<file path="config.mk">
export PLATFORM = sky130hd
export DESIGN_NAME = tpu_stream_tx
export DESIGN_NICKNAME = d
export VERILOG_FILES = /design/src/rtl/tpu_pkg.sv /design/src/rtl/tpu_tx_slice.sv /design/src/rtl/tpu_stream_tx.sv
export SDC_FILE = /design/constraint.sdc
export NUM_CORES = 1
export LEC_CHECK = 0
export CAP_MARGIN = 15
export CORE_MARGIN = 2
export CORE_UTILIZATION = 50
export DETAILED_ROUTE_END_ITERATION = 7
export GPL_TIMING_DRIVEN = 0
export PLACE_DENSITY = 0.73
export SLEW_MARGIN = 10
export SYNTH_ARGS = -nofsm -noshare
export SYNTH_HDL_FRONTEND = slang
export SYNTH_HIERARCHICAL = 1
export SYNTH_SLANG_ARGS = --single-unit
export TNS_END_PERCENT = 5
</file>
<file path="constraint.sdc">
create_clock -name clk -period 5.5 [get_ports clk]
set_input_delay 0.55 -clock clk [delete_from_list [all_inputs] [get_ports clk]]
set_output_delay 0.55 -clock clk [all_outputs]
set_load 0.01 [all_outputs]
</file>
<file path="src/rtl/tpu_pkg.sv">
// Definitions shared by the TPU stream transmitter and the TPU controller that decodes its header.
package tpu_pkg;

    localparam logic [7:0] TPU_SYNC = 8'hA5;

    typedef enum logic [2:0] {
        StIdle,
        StHdr,
        StLoadA,
        StLoadB,
        StDone,
        StErr
    } tx_state_t;

    function automatic logic [31:0] tpu_hdr(input logic [7:0] a, input logic [7:0] n,
                                            input logic [7:0] m);
        return {TPU_SYNC, m, n, a};
    endfunction

endpackage

</file>
<file path="src/rtl/tpu_tx_slice.sv">
// Single-entry output register for the TPU stream: holds a beat until the TPU accepts it.
module tpu_tx_slice (
    input  logic        clk,
    input  logic        rst,
    input  logic        clear,
    input  logic        load,
    input  logic [31:0] load_data,
    input  logic        ready,
    output logic        valid,
    output logic [31:0] data
);

    logic        valid_q;
    logic [31:0] data_q;

    // Clear beats load so an aborting job never leaves a stale beat behind.
    always_ff @(posedge clk) begin
        if (!rst) begin
            valid_q <= 1'b0;
            data_q  <= 32'd0;
        end else if (clear) begin
            valid_q <= 1'b0;
            data_q  <= 32'd0;
        end else if (load) begin
            valid_q <= 1'b1;
            data_q  <= load_data;
        end else if (valid_q && ready) begin
            valid_q <= 1'b0;
        end
    end

    assign valid = valid_q;
    assign data  = data_q;

endmodule

</file>
<file path="src/rtl/tpu_stream_tx.sv">
// Frames one matrix-multiply job (header, A, B) from an upstream source onto the TPU input stream.
module tpu_stream_tx
    import tpu_pkg::*;
#(
    parameter int unsigned A = 4,
    parameter int unsigned N = 4,
    parameter int unsigned M = 4
) (
    input  logic        clk,
    input  logic        rst,
    input  logic        start,
    input  logic [7:0]  cfg_a,
    input  logic [7:0]  cfg_n,
    input  logic [7:0]  cfg_m,
    input  logic        src_valid,
    input  logic [31:0] src_data,
    output logic        src_ready,
    output logic        tpu_valid,
    output logic [31:0] tpu_data,
    input  logic        tpu_ready,
    input  logic        tpu_err,
    output logic        busy,
    output logic        done,
    output logic        aborted,
    output logic        cfg_err
);

    localparam logic [7:0] AMax = 8'(A);
    localparam logic [7:0] NMax = 8'(N);
    localparam logic [7:0] MMax = 8'(M);

    tx_state_t   state_q, state_d;
    logic [15:0] src_cnt_q, src_cnt_d;
    logic [15:0] b_words_q, b_words_d;
    logic        src_b_q, src_b_d;
    logic        busy_q, done_q, aborted_q, cfg_err_q, cfg_err_d;
    logic        cfg_ok, in_stream, src_take, xfer;
    logic        slice_load, slice_clear;
    logic [31:0] slice_din;

    assign cfg_ok = (cfg_a >= 8'd1) && (cfg_a <= AMax) &&
                    (cfg_n >= 8'd1) && (cfg_n <= NMax) &&
                    (cfg_m >= 8'd1) && (cfg_m <= MMax);

    // The source is also taken while the header drains so words follow it without a bubble.
    assign in_stream = state_q inside {StHdr, StLoadA, StLoadB};
    assign src_ready = in_stream && (src_cnt_q != 16'd0) && (!tpu_valid || tpu_ready);
    assign src_take  = src_valid && src_ready;
    assign xfer      = tpu_valid && tpu_ready && !tpu_err;

    always_comb begin
        state_d     = state_q;
        src_cnt_d   = src_cnt_q;
        src_b_d     = src_b_q;
        b_words_d   = b_words_q;
        cfg_err_d   = 1'b0;
        slice_load  = 1'b0;
        slice_clear = 1'b0;
        slice_din   = src_data;

        // src_cnt counts the source words still owed in the current matrix.
        if (src_take) begin
            slice_load = 1'b1;
            if (!src_b_q && (src_cnt_q == 16'd1)) begin
                src_cnt_d = b_words_q;
                src_b_d   = 1'b1;
            end else begin
                src_cnt_d = src_cnt_q - 16'd1;
            end
        end

        case (state_q)
            StIdle: begin
                if (start) begin
                    if (cfg_ok) begin
                        state_d    = StHdr;
                        slice_load = 1'b1;
                        slice_din  = tpu_hdr(cfg_a, cfg_n, cfg_m);
                        src_cnt_d  = 16'(cfg_n) * 16'(cfg_a);
                        b_words_d  = 16'(cfg_a) * 16'(cfg_m);
                        src_b_d    = 1'b0;
                    end else begin
                        cfg_err_d = 1'b1;
                    end
                end
            end
            StHdr: if (xfer) state_d = StLoadA;
            // Once the source is in B, the register can only hold the last A word.
            StLoadA: if (xfer && src_b_q) state_d = StLoadB;
            StLoadB: if (xfer && (src_cnt_q == 16'd0)) state_d = StDone;
            StDone, StErr: state_d = StIdle;
            default: state_d = StIdle;
        endcase

        if (in_stream && tpu_err) begin
            state_d     = StErr;
            slice_clear = 1'b1;
        end
    end

    always_ff @(posedge clk) begin
        if (!rst) begin
            state_q   <= StIdle;
            src_cnt_q <= 16'd0;
            b_words_q <= 16'd0;
            src_b_q   <= 1'b0;
            busy_q    <= 1'b0;
            done_q    <= 1'b0;
            aborted_q <= 1'b0;
            cfg_err_q <= 1'b0;
        end else begin
            state_q   <= state_d;
            src_cnt_q <= src_cnt_d;
            b_words_q <= b_words_d;
            src_b_q   <= src_b_d;
            busy_q    <= (state_d != StIdle);
            done_q    <= (state_d == StDone);
            aborted_q <= (state_d == StErr);
            cfg_err_q <= cfg_err_d;
        end
    end

    tpu_tx_slice u_slice (
        .clk       (clk),
        .rst       (rst),
        .clear     (slice_clear),
        .load      (slice_load),
        .load_data (slice_din),
        .ready     (tpu_ready),
        .valid     (tpu_valid),
        .data      (tpu_data)
    );

    assign busy    = busy_q;
    assign done    = done_q;
    assign aborted = aborted_q;
    assign cfg_err = cfg_err_q;

endmodule

</file>
# --- After elaboration in Yosys (flattened, before gate mapping) ---
# Index checks and enable logic that the tools add are counted.
totals:
  in_bits: 62
  word_cells: 81
  n_memories: 0
  latch_bits: 0
  ramBits: 0
  ff_bits: 73
  out_inout_bits: 38
  rom_bits: 0
classes:
  n_shift: 0
  reduce_logical: 27
  order_cmp: 6
  muxes: 28
  bitwise: 1
  n_addsub: 1
  mul: 2
  div_mod_pow: 0
  eq_ne: 6
ops:
  columns: ["op", "n"]
  rows:
  - ["32-bit two-way mux", 3]
  - ["16-bit two-way mux", 5]
  - ["8-bit by 8-bit multiplier with 16-bit output", 2]
  - ["8-bit by 1-bit greater-or-equal comparator with 1-bit output (second input constant)", 3]
  - ["8-bit by 3-bit less-or-equal comparator with 1-bit output (second input constant)", 3]
  - ["3-bit two-way mux", 6]
  - ["16-bit by 1-bit == test with 1-bit output (second input constant)", 1]
  - ["16-bit logical NOT", 1]
  - ["16-bit nonzero test", 1]
  - ["16-bit by 1-bit subtractor with 16-bit output (second input constant)", 1]
  - ["1-bit logical AND", 14]
  - ["1-bit two-way mux", 13]
  - ["3-bit case mux with 4 select lines", 1]
  - ["3-bit by 2-bit == test with 1-bit output (second input constant)", 2]
  - ["3-bit == test (second input constant)", 2]
  - ["3-bit AND reduction", 2]
  - ["3-bit nonzero test", 2]
  - ["3-bit by 1-bit == test with 1-bit output (second input constant)", 1]
  - ["1-bit logical NOT", 3]
  - ["3-bit logical NOT", 1]
  - ["2-bit nonzero test", 1]
  - ["2-bit OR reduction", 1]
  - ["1-bit logical OR", 1]
  - ["1-bit NOT", 1]

# --- Longest topological paths before layout ---
# Gate-level depths: netlist of run 1.
depth:
  ltp_word: 11
  ltp_mapped: 17
  depth_no_buf: 16

# --- Cells and area by module ---
# The synthesis of run 1 kept the hierarchy.
by_module_without_submodules:
  columns: ["module", "instances", "cells_per_inst", "area_each_um2", "seq_area_each_um2"]
  rows:
  - ["tpu_stream_tx", 1, 840, 6641.4, 800.8]
  - ["tpu_tx_slice", 1, 109, 1231.2, 660.6]

# --- Worst setup path after synthesis of run 1 ---
# Ideal clock, no wire load.
synth_path:
  kind: "input -> register"
  startpoint: "input port cfg_a[6]"
  endpoint: "register src_cnt_q[14]"
  arrival_ns: 4.624
  path_buffers: 1
  slack_ns: 0.780
  required_ns: 5.405
  setup_ns: 0.095
  path_stages: 16
  path_cell_list: "clkbuf_1 -> nand2_1 -> fa_1 -> fa_1 -> inv_1 -> fa_1 -> inv_1 -> fa_1 -> inv_1 -> ha_1 -> a211oi_1 -> o21ai_0 -> o21ai_0 -> a21boi_0 -> xnor2_1 -> a221oi_1"
synth_via:
  elab_chain_len: 9
  word_cells_on_any_way: 11
  classes_between: "mul (1); order compare (2); mux (3); reduce/logical (5)"
synth_lines:
  columns: ["element", "line", "rtl"]
  rows:
  - ["start, declared", "tpu_stream_tx.sv:12", "input logic [7:0] cfg_a,"]
  - ["parallel branches: the longest is 6 deep, another holds 8-bit by 8-bit multiplier with 16-bit output", null, null]
  - ["16-bit two-way mux *", "tpu_stream_tx.sv:75", "if (cfg_ok) begin"]
  - ["16-bit two-way mux *", "tpu_stream_tx.sv:74", "if (start) begin"]
  - ["16-bit two-way mux *", "tpu_stream_tx.sv:72", "case (state_q)"]
  - ["end signal, assigned", "tpu_stream_tx.sv:113", "src_cnt_q <= src_cnt_d;"]
  - ["end, declared", "tpu_stream_tx.sv:33", "logic [15:0] src_cnt_q, src_cnt_d;"]
# Every way passes the cells marked *.
# A chain may end at the register's enable or synchronous reset.

# --- Final worst setup path of run 1 ---
layout_path:
  startpoint: "input port cfg_a[1]"
  endpoint: "register b_words_q[13]"
layout_via:
  elab_chain_len: 7
  word_cells_on_any_way: 9
  classes_between: "mul (1); order compare (2); reduce/logical (6)"
layout_lines:
  columns: ["element", "line", "rtl"]
  rows:
  - ["parallel branches: the longest is 7 deep, another holds 8-bit by 8-bit multiplier with 16-bit output", null, null]
  - ["end signal, assigned", "tpu_stream_tx.sv:114", "b_words_q <= b_words_d;"]
  - ["end, declared", "tpu_stream_tx.sv:34", "logic [15:0] b_words_q, b_words_d;"]
# Several ways; the timed one is not identified.

==> impl_metrics.tcl, run 1 <==
set metrics [dict create \
    outcome "finished, final reports clean" \
    gp_congestion 0.893 \
    die_w_um 129 \
    coreArea_um2 15300 \
    min_period_ps 5190 \
    p_comb_share_pct 52.6 \
    place_ws_ps -604 \
    grt_pass1_vias 6772 \
    cts.path.max_buffers 2 \
    r2r_cells 10 \
    drt_iter0_drc 449 \
    hold_depth 2 \
    multi_input_area_um2 5720 \
    top_usage_layer "met2" \
    r2r_slack_ps 2610 \
    overflow 0 \
    async_reset_ff_share_pct 0 \
    vias_per_cell 5.41 \
    yosysTopAreaCell "dfxtp_1" \
    seqPwrFrac_pct 23.2 \
    drive_above_1_share_pct 5.11 \
    grt_util_met2_pct 43.1 \
    critPathLaunchType "input pin" \
    synth.avg_cell_area_um2 8.30 \
    die-area_um2 16800 \
    ys.flop_type "dfxtp_1" \
    grt_pass1_wl_um 34100 \
    yosys-top-cells-count "nand2_1 (121), inv_1 (107), and2_1 (105), ha_1 (74), dfxtp_1 (73)" \
    p_leak_nw 4.24 \
    hold_path.class "flip-flop to flip-flop" \
    hold_start "b_words_q[7]$_SDFFE_PN0P_" \
    ys_top_cells_by_area "dfxtp_1 (19%), fa_1 (18%), ha_1 (12%)" \
    syn_area_um2 7870 \
    drc 0 \
    fin_cells 1268 \
    grt_util_all_layers_pct 25.9 \
    grt_use_met3_pct 4.25 \
    synthesis.instances 949 \
    rr_endpoint "u_slice/data[15]$_SDFFE_PP0P_" \
    yosysTopAreaCellShare_pct 18.6 \
    hold_buffers 0 \
    skew_ps 5.80 \
    postCtsSetupRepairBufs 0 \
    diodes 0 \
    use_met1_pct 35.3 \
    fin_nets 1260 \
    rows 45 \
    h-tree-depth 3 \
    crit_type "input pin to flip-flop" \
    end_kind "flip-flop" \
    required_ps 5710 \
    cts_tree "done" \
    clk_latency_ps 340 \
    post-synth-top-count-cell "nand2_1" \
    yosysSeqAreaShare_pct 18.6 \
    slew_violations 0 \
    syn_to_final_growth_pct 19.2 \
    cp_max_fo 10 \
    drtPass1Iterations 5 \
    whs_endpoint "b_words_q[7]$_SDFFE_PN0P_" \
    dpl_cell_area_um2 9070 \
    ant_nets 0 \
    post-route-period-util_pct 94.4 \
    path_clk_slew_ps 60 \
    fmax_mhz 193 \
    drt-total-wl_um 20900 \
    p_sw_share_pct 39.3 \
    clock-sinks 73 \
    grt_max_degree 13 \
    p_int_w 0.00138 \
    num-fill-cells 1375 \
    r2r_start "state_q[1]$_SDFF_PN0_" \
    pwr-share-clk_pct 24.2 \
    dpl.cell_count 1254 \
    vias 6859 \
    synth_edf_count 0 \
    synth.distinct_cells 63 \
    fin_ws_ps 306 \
    crit_arrival_ps 5400 \
    finalSetupViolCount 0 \
    root_buffer "clkbuf_16" \
    finalHoldViolations 0 \
    ff_latch_area_um2 1460 \
    die_height_um 129 \
    powerDensity_nw_per_um2 243 \
    start_util_pct 51.4 \
    peakVddDrop_v 0.000188 \
    ys_ff_latch 73 \
    io_pins 100 \
    wl_per_cell_um 16.5 \
    max-cap-violations 0 \
    worstMarginPinSlew_ps 1010 \
    synth_fp_nets 1157 \
    yosys_warnings 6 \
    place_hpwl_um 16400 \
    final_cell_area_um2 9380 \
    cts-buffers-inserted 9 \
    relSlewSlack_pct 31.8 \
    p_switching_w 0.000895 \
    antenna_found_initial 0 \
    io_buffers 93 \
]
-- through the flow --
step | power (W) | utilization, % | hold slack [ps] | setup TNS [ps]
after global placement | 0.00170 | 59.2 | 457 | -1540
after floorplan | 0.00143 | - | 431 | 0
after CTS | 0.00228 | 61.1 | 473 | 0
after detailed placement | 0.00172 | 59.2 | 466 | -2000
final | 0.00228 | 61.3 | 483 | 0
after global routing | 0.00248 | 61.3 | 499 | -6.66
-- kinds of logic (layout without fill, tap and decap cells) --
| logic type | after synthesis | count (layout) | synth area share [%] |
|---|---|---|---|
| flip-flops | 73 | 73 | 18.6 |
| multiplexers | 39 | 39 | 4.97 |
| AO/OA/AOI/OAI | 145 | 145 | 11.9 |
| AND/OR/NAND/NOR | 371 | 371 | 23.9 |
| buffers and inverters | 159 | 267 | 8.87 |
| adder cells (fa/ha/maj) | 146 | 146 | 30.1 |
| XOR/XNOR | 16 | 16 | 1.78 |
-- power groups by stage --
stage               sequential, W  combinational, W  clock [W]
floorplan                0.000541          0.000888          0
global placement         0.000541           0.00116          0
detailed placement       0.000541           0.00118          0
CTS                      0.000529           0.00119   0.000556
global route             0.000529           0.00137   0.000582
finish                   0.000529           0.00120   0.000551
-- per-layer routing --
layer,wire (µm),vias to the layer above
li1,-,3326
met3,1220,24
met4,342,0
met1,9350,3319
met5,0,-
met2,9970,190
-- layout make-up --
| class | count | share of cell area (%) |
|---|---|---|
| Buffer | 49 | 3.25 |
| Clock buffer | 11 | 2.69 |
| Clock inverter | 5 | 0.320 |
| Inverter | 108 | 4.32 |
| Multi-Input combinational cell | 717 | 61.0 |
| Sequential cell | 73 | 15.6 |
| Tap cell | 211 | 2.81 |
| Timing Repair Buffer | 94 | 10.0 |
-- timing repair --
action,in CTS,in global routing
cloned,0,0
gates resized for setup,8,17
endpoints found under the setup margin,2,3
-- worst max-delay path by stage --
stage,start,end,slack [ps],cells past startpoint
2_1_floorplan,cfg_a[6],src_cnt_q[14]$_SDFF_PN0_,780,16
4_1_cts,cfg_a[5],src_cnt_q[14]$_SDFF_PN0_,60,17
5_1_grt,cfg_a[3],src_cnt_q[14]$_SDFF_PN0_,-7,17
3_3_place_gp,cfg_a[5],src_cnt_q[14]$_SDFF_PN0_,-520,17
6_report,cfg_a[1],b_words_q[13]$_SDFFE_PN0P_,310,15
3_5_place_dp,cfg_a[2],src_cnt_q[14]$_SDFF_PN0_,-600,17
-- registers in the layout (all words and copies together), names as in the netlist --
signal         flops
state_q            3
src_b_q            1
cfg_err            1
b_words_q         16
busy               1
done               1
u_slice/data      32
src_cnt_q         16
u_slice/valid      1
aborted            1
-- critical path, cell delays in order --
cell and delay (ps):
clkdlybuf4s50_1 730, clkbuf_1 470, nand2_1 130, fa_1 390, fa_1 470, fa_1 550
inv_1 50, fa_1 430, ha_1 320, o21ai_0 170, a21oi_1 90, o21ai_0 400
o21bai_1 160, xnor2_1 310, o21ai_0 140
-- placed cells by master (no fill, tap or decap), drive strengths merged, types with 3 or more instances in the layout --
cell type and instances:
nand2b 14, clkdlybuf4s50 89, or2 3, dlymetal6s2s 3
o31ai 3, a211o 4, a21o 7, clkbuf 43
o211ai 6, or3 10, ha 74, fa 72
nand2 121, nor2 63, a211oi 7, nor3 10
and2 105, and3 5, buf 18, a21oi 43
o21a 6, a2bb2oi 3, or4 7, dfxtp 73
xnor2 12, mux2i 38, a31oi 3, nor4 8
o21ai 29, o2bb2ai 3, o22ai 10, nand4 3
inv 107, clkinv 4, o22a 4, nand3 15
xor2 4
No activity file was read; power rests on OpenSTA's default activity.
==> inputs of run 2 (changes only) <==
--- a/config.mk
+++ b/config.mk
@@ -9,8 +9,9 @@
 export CORE_MARGIN = 2
 export CORE_UTILIZATION = 50
 export DETAILED_ROUTE_END_ITERATION = 7
-export GPL_TIMING_DRIVEN = 0
-export PLACE_DENSITY = 0.73
+export GPL_TIMING_DRIVEN = 1
+export PLACE_DENSITY = 0.8
+export RECOVER_POWER = 100
 export SLEW_MARGIN = 10
 export SYNTH_ARGS = -nofsm -noshare
 export SYNTH_HDL_FRONTEND = slang
==> impl_metrics.tcl, run 2 (synthesis gave the netlist of run 1 again) <==
set metrics [dict create \
    required_ps 5740 \
    p_leak_nw 4.31 \
    seqPwrFrac_pct 22.6 \
    path_cells "dlygate4sd3_1, buf_4, and2_0, fa_1, fa_1, fa_1, inv_1, fa_1, inv_1, ha_1, o21a_1, a21bo_1, a2111oi_0, nor2_1, o311ai_1" \
    crit_top_cell "fa_1" \
    cp_max_fo 11 \
    cts-buffers-inserted 9 \
    diodes 0 \
    hold_start "b_words_q[3]$_SDFFE_PN0P_" \
    max-cap-violations 1 \
    drt_iter0_drc 364 \
    skew_ps 7.93 \
    path_clk_slew_ps 60 \
    die-area_um2 16800 \
    vias_per_cell 5.48 \
    cp_slowest_stage_delay_ps 630 \
    outcome "complete, but fails checks" \
    drt-total-wl_um 20000 \
    antenna_found_initial 0 \
    end_kind "flip-flop" \
    hold_buffers 0 \
    r2r_start "src_cnt_q[8]$_SDFF_PN0_" \
    clk_latency_ps 330 \
    root_buffer "clkbuf_16" \
    rr_endpoint "u_slice/data[9]$_SDFFE_PP0P_" \
    peakVddDrop_v 0.000159 \
    rsz0062_at_grt "false" \
    finalSetupViolCount 0 \
    hold_depth 2 \
    place_ws_ps 105 \
    p_switching_w 0.000887 \
    cts_tree "done" \
    io_buffers 99 \
    dpl_cell_area_um2 9000 \
    largest_register_ffs 32 \
    clock-sinks 73 \
    critPathTopFamily "adder cells" \
    fin_ws_ps 344 \
    vias 6833 \
    hold_path.class "flip-flop to flip-flop" \
    drc 0 \
    worstMarginPinSlew_ps 1750 \
    grt_util_all_layers_pct 24.6 \
    fin_nets 1239 \
    r2r_cells 7 \
    critPathLaunchType "input pin" \
    p_int_w 0.00145 \
    crit_type "input pin to flip-flop" \
    syn_to_final_growth_pct 18.0 \
    ant_nets 0 \
    violations "capacitance limit, slew limit" \
    slew_violations 46 \
    postCtsSetupRepairBufs 0 \
    gp_congestion 0.859 \
    final_cell_mix "nand2_1 (120), inv_1 (107), and2_1 (90)" \
    die_height_um 129 \
    p_comb_share_pct 50.5 \
    cp_slowest_cell "dlygate4sd3_1" \
    fmax_mhz 194 \
    io_pins 100 \
    r2r_slack_ps 1450 \
    place_hpwl_um 15400 \
    path_buf_inv 4 \
    grt_max_degree 46 \
    final_cell_area_um2 9290 \
    pwr-share-clk_pct 26.9 \
    drtPass1Iterations 5 \
    relSlewSlack_pct -17.0 \
    whs_endpoint "b_words_q[3]$_SDFFE_PN0P_" \
    wl_per_cell_um 16.0 \
    powerDensity_nw_per_um2 252 \
    grt_pass1_wl_um 33200 \
    overflow 0 \
    min_period_ps 5160 \
    drive_above_1_share_pct 4.25 \
    cts.path.max_buffers 2 \
    finalHoldViolations 0 \
    grt_pass1_vias 6952 \
    rows 45 \
    p_sw_share_pct 37.9 \
    crit_arrival_ps 5390 \
    tns_ps 0 \
    coreArea_um2 15300 \
    start_util_pct 51.4 \
    h-tree-depth 3 \
    cts-resized-gates 0 \
    mostFrequentLayoutCell "nand2_1" \
    post-route-period-util_pct 93.7 \
    fin_util_pct 60.6 \
    die_w_um 129 \
]
run 2: cell types whose count changed in the layout (fill, tap and decap cells not counted), sizes merged:
cell | previous run | this run
dlygate4sd2 | 1 | 0
buf | 18 | 16
dlygate4sd3 | 0 | 40
clkinv | 4 | 3
bufinv | 0 | 2
dlymetal6s2s | 3 | 0
inv | 107 | 108
clkinvlp | 2 | 1
clkdlybuf4s50 | 89 | 59
clkbuf | 43 | 17
run 2: tightest hold or removal path: cells and delay by family, from the launching register on:
kind | cells | cell delay (ps)
DFF | 1 | 320
and+or+nand+nor | 1 | 50
AOI/OAI and AO/OA | 1 | 50
run 2: worst max-delay path by stage:
stage / slack (ps) / startpoint / to / cells past startpoint
floorplan: 780 / cfg_a[6] / src_cnt_q[14]$_SDFF_PN0_ / 16
global placement: 280 / cfg_n[3] / src_cnt_q[14]$_SDFF_PN0_ / 16
detailed placement: 110 / cfg_n[3] / src_cnt_q[12]$_SDFF_PN0_ / 16
CTS: 450 / cfg_a[4] / src_cnt_q[15]$_SDFF_PN0_ / 15
global route: 30 / cfg_n[3] / src_cnt_q[14]$_SDFF_PN0_ / 16
finish: 340 / cfg_a[3] / src_cnt_q[15]$_SDFF_PN0_ / 15
run 2: routing by layer:
metal | global-route usage [%] | wire length, µm
met1 | 30.9 | 8390
met2 | 43.5 | 10100
met3 | 3.92 | 933
met4 | 8.03 | 488
met5 | 0 | 0
run 2: area by class of cell:
class / count / area (µm²)
tap: 211 / 264
timing repair buffer: 122 / 1140
clock inverter: 6 / 90.1
multi-input combinational: 717 / 5700
fill: 1374 / 6030
sequential: 73 / 1460
inverter: 108 / 405
clock buffer: 10 / 229
run 2: power by group through the flow:
stage | clock network (W) | registers [W] | logic (W)
final | 0.000630 | 0.000529 | 0.00118
after global routing | 0.000661 | 0.000529 | 0.00136
after CTS | 0.000634 | 0.000529 | 0.00118
after detailed placement | 0 | 0.000541 | 0.00117
after global placement | 0 | 0.000541 | 0.00115
after floorplan | 0 | 0.000541 | 0.000888
run 2: stage by stage:
| step | std cells | hold WS (ps) | total power [W] |
|---|---|---|---|
| after global routing | 1247 | 482 | 0.00255 |
| final | 1247 | 466 | 0.00234 |
| after CTS | 1246 | 465 | 0.00235 |
| after detailed placement | 1230 | 459 | 0.00172 |
| after global placement | 1230 | 452 | 0.00169 |
| after floorplan | 949 | 431 | 0.00143 |
